===== src/rtl/hack_cpu_mc.sv =====
// Multi-cycle Hack CPU: FETCH -> EXEC -> (MEM) -> FETCH, with
// request/ack handshakes for instruction and data memory.
module hack_cpu_mc #(
  parameter int DW = 16,
  parameter int AW = 15
) (
  input  logic          clock,
  input  logic          reset,
  input  logic [15:0]   instr,
  input  logic          instr_valid,
  output logic          fetch_req,
  output logic [AW-1:0] pc,
  input  logic [DW-1:0] inM,
  output logic          mem_req,
  input  logic          mem_ack,
  output logic          writeM,
  output logic [DW-1:0] outM,
  output logic [AW-1:0] addressM,
  output logic          halted
);

  typedef enum logic [1:0] {
    FETCH, EXEC, MEM, HALT
  } state_t;

  state_t        state_q, state_d;
  logic [DW-1:0] a_q, a_d;
  logic [DW-1:0] d_q, d_d;
  logic [AW-1:0] pc_q, pc_d;
  logic [15:0]   ir_q, ir_d;
  logic          preva_q, preva_d;

  logic [DW-1:0] x0, x1, y0, y1, f_r, res;
  logic [AW-1:0] pc_inc;
  logic          ng, zr, taken, is_halt, commit;

  assign x0  = ir_q[11] ? '0 : d_q;
  assign x1  = ir_q[10] ? ~x0 : x0;
  assign y0  = ir_q[9] ? '0 : (ir_q[12] ? inM : a_q);
  assign y1  = ir_q[8] ? ~y0 : y0;
  assign f_r = ir_q[7] ? (x1 + y1) : (x1 & y1);
  assign res = ir_q[6] ? ~f_r : f_r;

  assign ng     = res[DW-1];
  assign zr     = (res == '0);
  assign taken  = (ir_q[2] & ng) | (ir_q[1] & zr)
                | (ir_q[0] & ~ng & ~zr);
  assign pc_inc = pc_q + AW'(1);

  // "@n / 0;JMP" sitting at n+1 is the canonical end-of-program loop
  assign is_halt = (ir_q[2:0] == 3'b111)
                && (ir_q[5:3] == 3'b000)
                && preva_q
                && (a_q[AW-1:0] == pc_q - AW'(1));

  always_comb begin
    state_d = state_q;
    a_d     = a_q;
    d_d     = d_q;
    pc_d    = pc_q;
    ir_d    = ir_q;
    preva_d = preva_q;
    commit  = 1'b0;
    unique case (state_q)
      FETCH: begin
        if (instr_valid) begin
          ir_d    = instr;
          state_d = EXEC;
        end
      end
      EXEC: begin
        if (!ir_q[15]) begin
          a_d     = {{(DW-15){1'b0}}, ir_q[14:0]};
          pc_d    = pc_inc;
          preva_d = 1'b1;
          state_d = FETCH;
        end else if (ir_q[12] || ir_q[3]) begin
          state_d = MEM;
        end else begin
          commit = 1'b1;
        end
      end
      MEM: begin
        if (mem_ack) commit = 1'b1;
      end
      HALT: begin
        state_d = HALT;
      end
    endcase
    if (commit) begin
      preva_d = 1'b0;
      if (is_halt) begin
        state_d = HALT;
      end else begin
        state_d = FETCH;
        if (ir_q[5]) a_d = res;
        if (ir_q[4]) d_d = res;
        pc_d = taken ? a_q[AW-1:0] : pc_inc;
      end
    end
  end

  always_ff @(posedge clock or posedge reset) begin
    if (reset) begin
      state_q <= FETCH;
      a_q     <= '0;
      d_q     <= '0;
      pc_q    <= '0;
      ir_q    <= '0;
      preva_q <= 1'b0;
    end else begin
      state_q <= state_d;
      a_q     <= a_d;
      d_q     <= d_d;
      pc_q    <= pc_d;
      ir_q    <= ir_d;
      preva_q <= preva_d;
    end
  end

  // Gated by reset so the handshakes drop the instant reset rises
  assign fetch_req = (state_q == FETCH) & ~reset;
  assign mem_req   = (state_q == MEM) & ~reset;
  assign writeM    = (state_q == MEM) & ir_q[3] & ~reset;
  assign halted    = (state_q == HALT) & ~reset;
  assign pc        = pc_q;
  assign addressM  = a_q[AW-1:0];
  assign outM      = res;

endmodule


===== config.mk =====
export PLATFORM = sky130hd
export DESIGN_NAME = hack_cpu_mc
export DESIGN_NICKNAME = d
export VERILOG_FILES = /design/src/rtl/hack_cpu_mc.sv
export SDC_FILE = /design/constraint.sdc
export NUM_CORES = 1
export LEC_CHECK = 0
export ABC_CLOCK_PERIOD_IN_PS = 15320
export CORE_UTILIZATION = 45
export DETAILED_ROUTE_END_ITERATION = 10
export PLACE_DENSITY = 0.68
export SKIP_CTS_REPAIR_TIMING = 1
export SLEW_MARGIN = 20
export SYNTH_ARGS = -nofsm -noshare
export SYNTH_HDL_FRONTEND = slang
export SYNTH_SLANG_ARGS = --single-unit

===== constraint.sdc =====
create_clock -name clock -period 15.32 [get_ports clock]
set_clock_uncertainty 0.2 [all_clocks]
set_input_delay 3.064 -clock clock [delete_from_list [all_inputs] [get_ports clock]]
set_output_delay 3.064 -clock clock [all_outputs]
set_load 0.05 [all_outputs]

Word-level counts from Yosys, hierarchy flattened
Index checks and enable logic that the tools add are counted.
{ "word_totals": {"ff_bits": 66, "in_bits": 36, "out_inout_bits": 50, "elab_cells": 79} }
{ "op_classes": {"n_addsub": 3, "eq_ne": 8, "n_mux": 30, "n_bitwise": 19, "reduce_logical": 13} }
{ "ops": {"columns": ["cell", "count"], "rows": [
  ["16-bit 2-to-1 mux", 12],
  ["15-bit 2-to-1 mux", 5],
  ["16-bit inverter", 3],
  ["16-bit adder", 1],
  ["16-bit bitwise AND", 1],
  ["16-bit logical NOT", 1],
  ["15-bit by 1-bit adder with 15-bit output (second input constant)", 1],
  ["15-bit equality test", 1],
  ["15-bit by 1-bit subtractor with 15-bit output (second input constant)", 1],
  ["2-bit 2-to-1 mux", 5],
  ["1-bit bitwise AND", 9],
  ["1-bit 2-to-1 mux", 6],
  ["2-bit case mux with 3 select lines", 1],
  ["3-bit AND reduction", 2],
  ["2-bit equality test (second input constant)", 2],
  ["4-bit != test (second input constant)", 1],
  ["1-bit inverter", 4],
  ["2-bit AND reduction", 2],
  ["4-bit nonzero test", 1],
  ["3-bit equality test (second input constant)", 1],
  ["1-bit logical AND", 3],
  ["3-bit logical NOT", 1],
  ["3-bit != test (second input constant)", 1],
  ["2-bit by 1-bit equality test with 1-bit output (second input constant)", 1],
  ["6 further kinds", 7]
]} }

Depth between registers and ports, before layout
Gate-level depths: netlist of run 1.
{ "depth": {"word_depth": 15, "mapped_depth": 20, "mapped_depth_nobuf": 16} }

Least setup slack after synthesis of run 1
OpenSTA, ideal clock, no wires.
{ "synth_timing": {"path_kind": "input to output", "startpoint": "input inM[0]", "endpoint": "output outM[12]", "arrival_ns": 6.012, "required_ns": 12.056, "path_slack_ns": 6.044, "stages": 11, "cell_sequence": "mux2i_1 nor2_1 xor2_1 ha_1 fa_1 a211oi_1 o21ai_2 a221oi_1 xnor2_1 mux2i_1 xnor2_1"} }
{ "synth_between": {"elab_chain_cells": 8} }
{ "synth_lines": {"columns": ["item", "line", "rtl"], "rows": [
  ["start, declared", "13", "input logic [DW-1:0] inM,"],
  ["16-bit 2-to-1 mux * (2 in series)", "39", "assign y0 = ir_q[9] ? '0 : (ir_q[12] ? inM : a_q);"],
  ["16-bit inverter", "40", "assign y1 = ir_q[8] ? ~y0 : y0;"],
  ["16-bit 2-to-1 mux *", "40", null],
  ["16-bit adder *", "41", "assign f_r = ir_q[7] ? (x1 + y1) : (x1 & y1);"],
  ["16-bit 2-to-1 mux *", "41", null],
  ["16-bit inverter", "42", "assign res = ir_q[6] ? ~f_r : f_r;"],
  ["16-bit 2-to-1 mux *", "42", null],
  ["end, declared", "17", "output logic [DW-1:0] outM,"]
]} }
Mark *: on every way between the ends. The rest lies on a longest branch, timed or not.

Worst setup path after layout of run 1
{ "layout_timing": {"startpoint": "input inM[1]", "endpoint": "output outM[15]"} }
The elaborated chain is that of the path after synthesis.

==> results.py, run 1 <==
metrics = {
    "run_status": {
        "status": "complete, no violations",
    },
    "floorplanning": {
        "rows": 40,
        "die_w_um": 115.0,
        "die_h_um": 115.0,
        "io_pins": 86,
        "die_area_um2": 13220,
        "core_area_um2": 12210,
        "initial_core_util": 0.4703,
    },
    "flow_run": {
        "drv_cap": 0,
    },
    "cts": {
        "cts_tree": "done",
        "clock_sinks": 66,
        "cts_made_buffers": 9,
        "cts_max_level": 3,
        "cts_max_path_buffers": 2,
        "clock_latency_ns": 0.35,
        "cts_root_buffer": "clkbuf_16",
        "clk_transition_reported_paths_ns": 0.06,
    },
    "timing": {
        "hold_viol": 0,
        "fmax_mhz": 96.37,
        "tns_ns": 0,
        "final.min_clock_period_ns": 10.38,
        "slew_headroom": 0.2853,
        "grt_setup_unrepaired": "false",
        "tightest_slew_ns": 1.072,
        "setup_violations": 0,
        "slew_viol_final": 0,
        "period_share": 0.6773,
    },
    "yosys": {
        "synth-seq-area-share": 0.2876,
        "syn_inst": 665,
        "synthArstFlopShare": 1.000,
        "syn_area_um2": 5743,
        "ys_warn_count": 0,
        "synth_nets": 725,
        "synth_edf_count": 0,
        "ys.flop_type": "dfrtp_1",
        "synth_cell_types": 71,
        "avgSynthCellArea_um2": 8.636,
        "ys_seq_elements": 66,
    },
    "setup_path": {
        "worstPathArrival_ns": 7.11,
        "r2r_end": "pc[11]",
        "path_max_fanout": 8,
        "worstSetupEndpointType": "output pin",
        "worstRegToRegCells": 16,
        "critPathKind": "in -> out",
        "start_kind": "input pin",
        "r2r-start": "ir_q[12]",
        "reg2reg_slack_ns": 9.18,
        "crit_required_ns": 12.06,
    },
    "global_routing": {
        "grt_pass1_vias": 4885,
        "grt_max_degree": 67,
        "grt-ovfl-total": 0,
        "gr-usage-all-layers": 0.2503,
        "grt_antenna_before_repair": 0,
        "grt_pass1_wl_mm": 25.23,
    },
    "worst_hold_path": {
        "min_to": "preva_q",
        "hold_depth": 1,
        "hold_start": "preva_q",
        "min_path_type": "reg -> reg",
    },
    "power": {
        "power.leakage_nw": 3.032,
        "power.density_nw_per_um2": 61.31,
        "irDropWorstVdd_mv": 0.07610,
    },
    "drt": {
        "antenna_left": 0,
        "via_per_inst": 5.868,
        "vias": 5164,
        "firstDrtPassIters": 5,
        "drc": 0,
        "dr.first_iter.drc_count": 349,
        "wl_per_cell_um": 18.16,
        "routed_wl_mm": 15.98,
    },
    "final_layout": {
        "fin_cells": 880,
        "fin_area_um2": 6867,
        "drive_gt1_frac": 0.1011,
        "layout.nets": 767,
        "n_antenna_cell": 0,
        "syn2layout_area_growth_pct": 19.56,
    },
    "placement": {
        "io_buffer_count": 85,
        "gp_congestion": 0.8668,
        "dp.cells": 864,
        "place_area_um2": 6539,
        "post-dp-hpwl_mm": 11.33,
    },
}
==> state kept, by name, indices dropped and copies added (netlist names) <==
signal	cells
d_q	16
pc	15
ir_q	16
a_q	16
preva_q	1
state_q	2
==> cells in the final DEF, fill, tap and decap left out, types with 18 or more instances in the layout <==
cell type and count:
dfrtp_1 66, xnor2_1 49, xor2_1 27, ha_1 23
nor2_1 63, nand3_1 30, mux2i_1 30, clkdlybuf4s50_1 85
mux2_2 33, nand2b_1 19, nor3_1 18, nand2_1 51
a21oi_1 24
==> per-stage QoR <==
step             util  total power [mW]  worst slack (ns)  hold WS, ns
2_1_floorplan       -            0.1808             6.044       0.2509
4_1_cts        0.5623            0.4247             4.972       0.2965
5_1_grt        0.5623            0.4337             4.788       0.3203
3_5_place_dp   0.5355            0.1921             5.014       0.2832
3_3_place_gp   0.5355            0.1920             5.045       0.2692
6_report       0.5623            0.4210             4.943       0.2928
==> area by class of cell <==
cell class | instances | area (µm²)
timing repair buffer | 90 | 888.4
multi-input combinational | 523 | 3725
sequential | 66 | 1652
clock inverter | 6 | 88.84
tap | 168 | 210.2
fill | 1159 | 5345
clock buffer | 10 | 239.0
inverter | 17 | 63.81
==> critical path: stages <==
cell and delay (ns):
clkdlybuf4s50_1 0.46, mux2i_1 0.07, nor2_1 0.15, xor2_1 0.26, ha_1 0.31, a211oi_2 0.23
o21a_1 0.34, o221ai_1 0.19, a41o_1 0.31, nand4b_1 0.09, o211ai_1 0.11, xnor2_1 0.59
clkdlybuf4s50_1 0.93
==> cell usage after synthesis (all sizes together) (6+ instances only) <==
library cell / instances / area (µm²)
dfrtp: 66 / 1652
a211oi: 7 / 57.55
nand2: 51 / 191.4
xor2: 27 / 236.5
xnor2: 49 / 429.2
nor4: 6 / 43.79
inv: 17 / 63.81
o21ai: 14 / 73.82
nor2b: 10 / 62.56
mux2: 34 / 386.6
nand4: 6 / 37.54
buf: 30 / 204.0
a21oi: 29 / 163.9
nand2b: 19 / 118.9
and3: 7 / 43.79
or3: 9 / 56.30
clkbuf: 29 / 108.9
nor2: 64 / 242.7
nor3: 18 / 90.09
a31oi: 16 / 106.4
mux2i: 30 / 300.3
nand3: 30 / 150.1
ha: 23 / 287.8
a21o: 9 / 67.56
==> how the worst max path moves through the flow <==
stage,from,to,slack (ns),cells past startpoint
2_1_floorplan,inM[0],outM[12],6.04,11
3_3_place_gp,inM[1],outM[15],5.04,13
3_5_place_dp,inM[1],outM[15],5.01,13
4_1_cts,inM[1],outM[15],4.97,13
5_1_grt,inM[0],outM[12],4.79,13
6_report,inM[1],outM[15],4.94,13
==> logic make-up (layout without fill, tap and decap cells) <==
kind of cell | count (synthesis) | count (layout) | share of synthesized area
buf+inv | 76 | 123 | 0.06558
simple gates | 237 | 237 | 0.2033
mux | 64 | 64 | 0.1196
compound gates | 122 | 122 | 0.1545
xor+xnor | 76 | 76 | 0.1159
fa+ha+maj | 24 | 24 | 0.05360
flops | 66 | 66 | 0.2876
==> power breakdown <==
part           internal, mW  switching [mW]  total (mW)
clock network         0.147          0.0852       0.232
registers             0.174               0       0.174
logic               0.00833         0.00598      0.0143
==> layer usage <==
layer / vias to the layer above / track usage / part of all wire
li1: 2438 / - / -
met1: 2503 / 0.3345 / 0.46
met2: 181 / 0.3888 / 0.45
met3: 42 / 0.03954 / 0.055
met4: 0 / 0.1359 / 0.038
met5: - / 0 / 0
Power figures use the tool's default switching activity.
==> run 2, diff against run 1 <==
--- a/config.mk
+++ b/config.mk
@@ -5,7 +5,7 @@
 export SDC_FILE = /design/constraint.sdc
 export NUM_CORES = 1
 export LEC_CHECK = 0
-export ABC_CLOCK_PERIOD_IN_PS = 15320
+export ABC_CLOCK_PERIOD_IN_PS = 10000
 export CORE_UTILIZATION = 45
 export DETAILED_ROUTE_END_ITERATION = 10
 export PLACE_DENSITY = 0.68
==> constraint.sdc (replaced) <==
create_clock -name clock -period 10 [get_ports clock]
set_clock_uncertainty 0.2 [all_clocks]
set_input_delay 2 -clock clock [delete_from_list [all_inputs] [get_ports clock]]
set_output_delay 2 -clock clock [all_outputs]
set_load 0.05 [all_outputs]
==> run 2 against run 1 <==
Clock-buffer cell count did not move. Utilization is 0.19 points lower. Critical endpoint unchanged. Power increased by 47%. Via count decreased by 0.85%. Highest routed layer unchanged.
==> results.py, run 2 (synthesis gave the netlist of run 1 again) <==
metrics = {
    "global_routing": {
        "grt-ovfl-total": 0,
        "grt_max_degree": 67,
        "grt_pass1_wl_mm": 25.19,
        "grt_pass1_vias": 4826,
        "grt_antenna_before_repair": 0,
        "gr-usage-all-layers": 0.2521,
    },
    "setup_path": {
        "path_max_fanout": 7,
        "start_kind": "input pin",
        "crit_required_ns": 7.80,
        "worstPathArrival_ns": 6.04,
        "worstSetupEndpointType": "output pin",
        "critPathKind": "in -> out",
    },
    "final_layout": {
        "syn2layout_area_growth_pct": 19.15,
        "drive_gt1_frac": 0.1011,
        "reg.largest.list": "a_q x16, d_q x16, ir_q x16",
        "layout.nets": 767,
        "fin_area_um2": 6843,
        "n_antenna_cell": 0,
        "final_common_cell": "clkdlybuf4s50_1",
        "layout_common_cells": "clkdlybuf4s50_1, dfrtp_1, nor2_1, nand2_1, xnor2_1",
        "n_fill_cell": 1155,
    },
    "cts": {
        "cts_max_level": 3,
        "clock_latency_ns": 0.35,
        "cts_tree": "done",
        "cts_max_path_buffers": 2,
        "clk_transition_reported_paths_ns": 0.06,
        "cts_root_buffer": "clkbuf_16",
        "cts_made_buffers": 9,
        "clock_sinks": 66,
    },
    "timing": {
        "period_share": 0.8237,
        "tightest_slew_ns": 1.049,
        "slew_headroom": 0.3005,
        "final.min_clock_period_ns": 8.237,
        "grt_setup_unrepaired": "false",
        "slew_viol_final": 0,
        "fmax_mhz": 121.4,
        "setup_violations": 0,
        "tns_ns": 0,
        "hold_viol": 0,
    },
    "floorplanning": {
        "io_pins": 86,
        "initial_core_util": 0.4703,
        "rows": 40,
        "die_w_um": 115.0,
        "core_area_um2": 12210,
        "die_area_um2": 13220,
        "die_h_um": 115.0,
    },
    "power": {
        "netSwitchingFraction": 0.2250,
        "seq_power_share": 0.431,
        "intPower_mw": 0.4800,
        "irDropWorstVdd_mv": 0.09152,
        "power.leakage_nw": 3.026,
        "p_comb_frac": 0.036,
        "power.density_nw_per_um2": 90.52,
        "clockPowerShare": 0.533,
        "p_sw_mw": 0.1394,
    },
    "run_status": {
        "status": "complete, no violations",
    },
    "placement": {
        "gp_congestion": 0.8652,
        "place_area_um2": 6539,
        "io_buffer_count": 85,
        "post-dp-hpwl_mm": 11.28,
    },
    "flow_run": {
        "drv_cap": 0,
    },
    "drt": {
        "routed_wl_mm": 15.90,
        "via_per_inst": 5.818,
        "firstDrtPassIters": 5,
        "antenna_left": 0,
        "drc": 0,
        "vias": 5120,
        "wl_per_cell_um": 18.06,
        "dr.first_iter.drc_count": 321,
    },
    "worst_hold_path": {
        "min_path_type": "reg -> reg",
    },
}
run 2: cell count changes in the layout (fill, tap and decap cells not counted):
cell / previous run / this run
clkinv_2: 1 / 2
clkinvlp_4: 2 / 1
clkinv_4: 0 / 1
bufinv_16: 2 / 1
run 2: worst paths after layout:
kind                          start         end  slack (ns)  depth (start not counted)
hold reg to reg             preva_q     preva_q        0.30                          1
setup reg to reg           ir_q[12]      pc[11]        3.89                         16
min in group asynchronous     reset  state_q[1]        2.12                          3
setup / recovery             inM[6]    outM[15]        1.76                         12
hold / removal              preva_q     preva_q        0.30                          1
max in group asynchronous     reset     d_q[11]        6.90                          3
run 2: cell type report:
cell class              count  area, µm²  area share
flip-flops and latches     66       1652      0.2414
clock inverters             6      65.06    0.009508
multi-input cells         523       3725      0.5443
repair buffers             90      888.4      0.1298
inverters                  17      63.81    0.009325
well taps                 168      210.2     0.03072
clock buffers              10      239.0     0.03492
run 2: power by group through the flow:
stage          sequential (mW)  clock (mW)  combinational, mW
4_1_cts                  0.267       0.337             0.0225
3_5_place_dp             0.272           0             0.0224
2_1_floorplan            0.272           0            0.00498
6_report                 0.267       0.330             0.0220
5_1_grt                  0.267       0.345             0.0237
3_3_place_gp             0.272           0             0.0222
run 2: routing by layer:
metal / part of all wire / vias to the layer above / track usage / wire (µm)
li1: - / 2424 / - / -
met1: 0.46 / 2482 / 0.3318 / 7240
met2: 0.46 / 180 / 0.4024 / 7308
met3: 0.053 / 34 / 0.05166 / 839
met4: 0.032 / 0 / 0.1074 / 507
met5: 0 / - / 0 / 0
run 2: critical path, cell delays in order:
cell	delay, ns
clkdlybuf4s50_1	0.45
mux2i_1	0.19
nor2_1	0.09
xor2_1	0.18
ha_1	0.45
nand4_1	0.29
or2_1	0.32
o221ai_1	0.20
a41o_1	0.25
o211ai_1	0.14
xnor2_1	0.56
clkdlybuf4s50_1	0.93
run 2: through the flow:
step	hold slack (ns)	setup slack [ns]	util	std cells	total power, mW
6_report	0.2950	1.763	0.5603	880	0.6194
5_1_grt	0.3203	1.609	0.5603	880	0.6355
4_1_cts	0.2969	1.790	0.5603	880	0.6270
3_5_place_dp	0.2832	1.825	0.5355	864	0.2944
3_3_place_gp	0.2692	1.852	0.5355	864	0.2942
2_1_floorplan	0.2509	2.852	-	665	0.2769
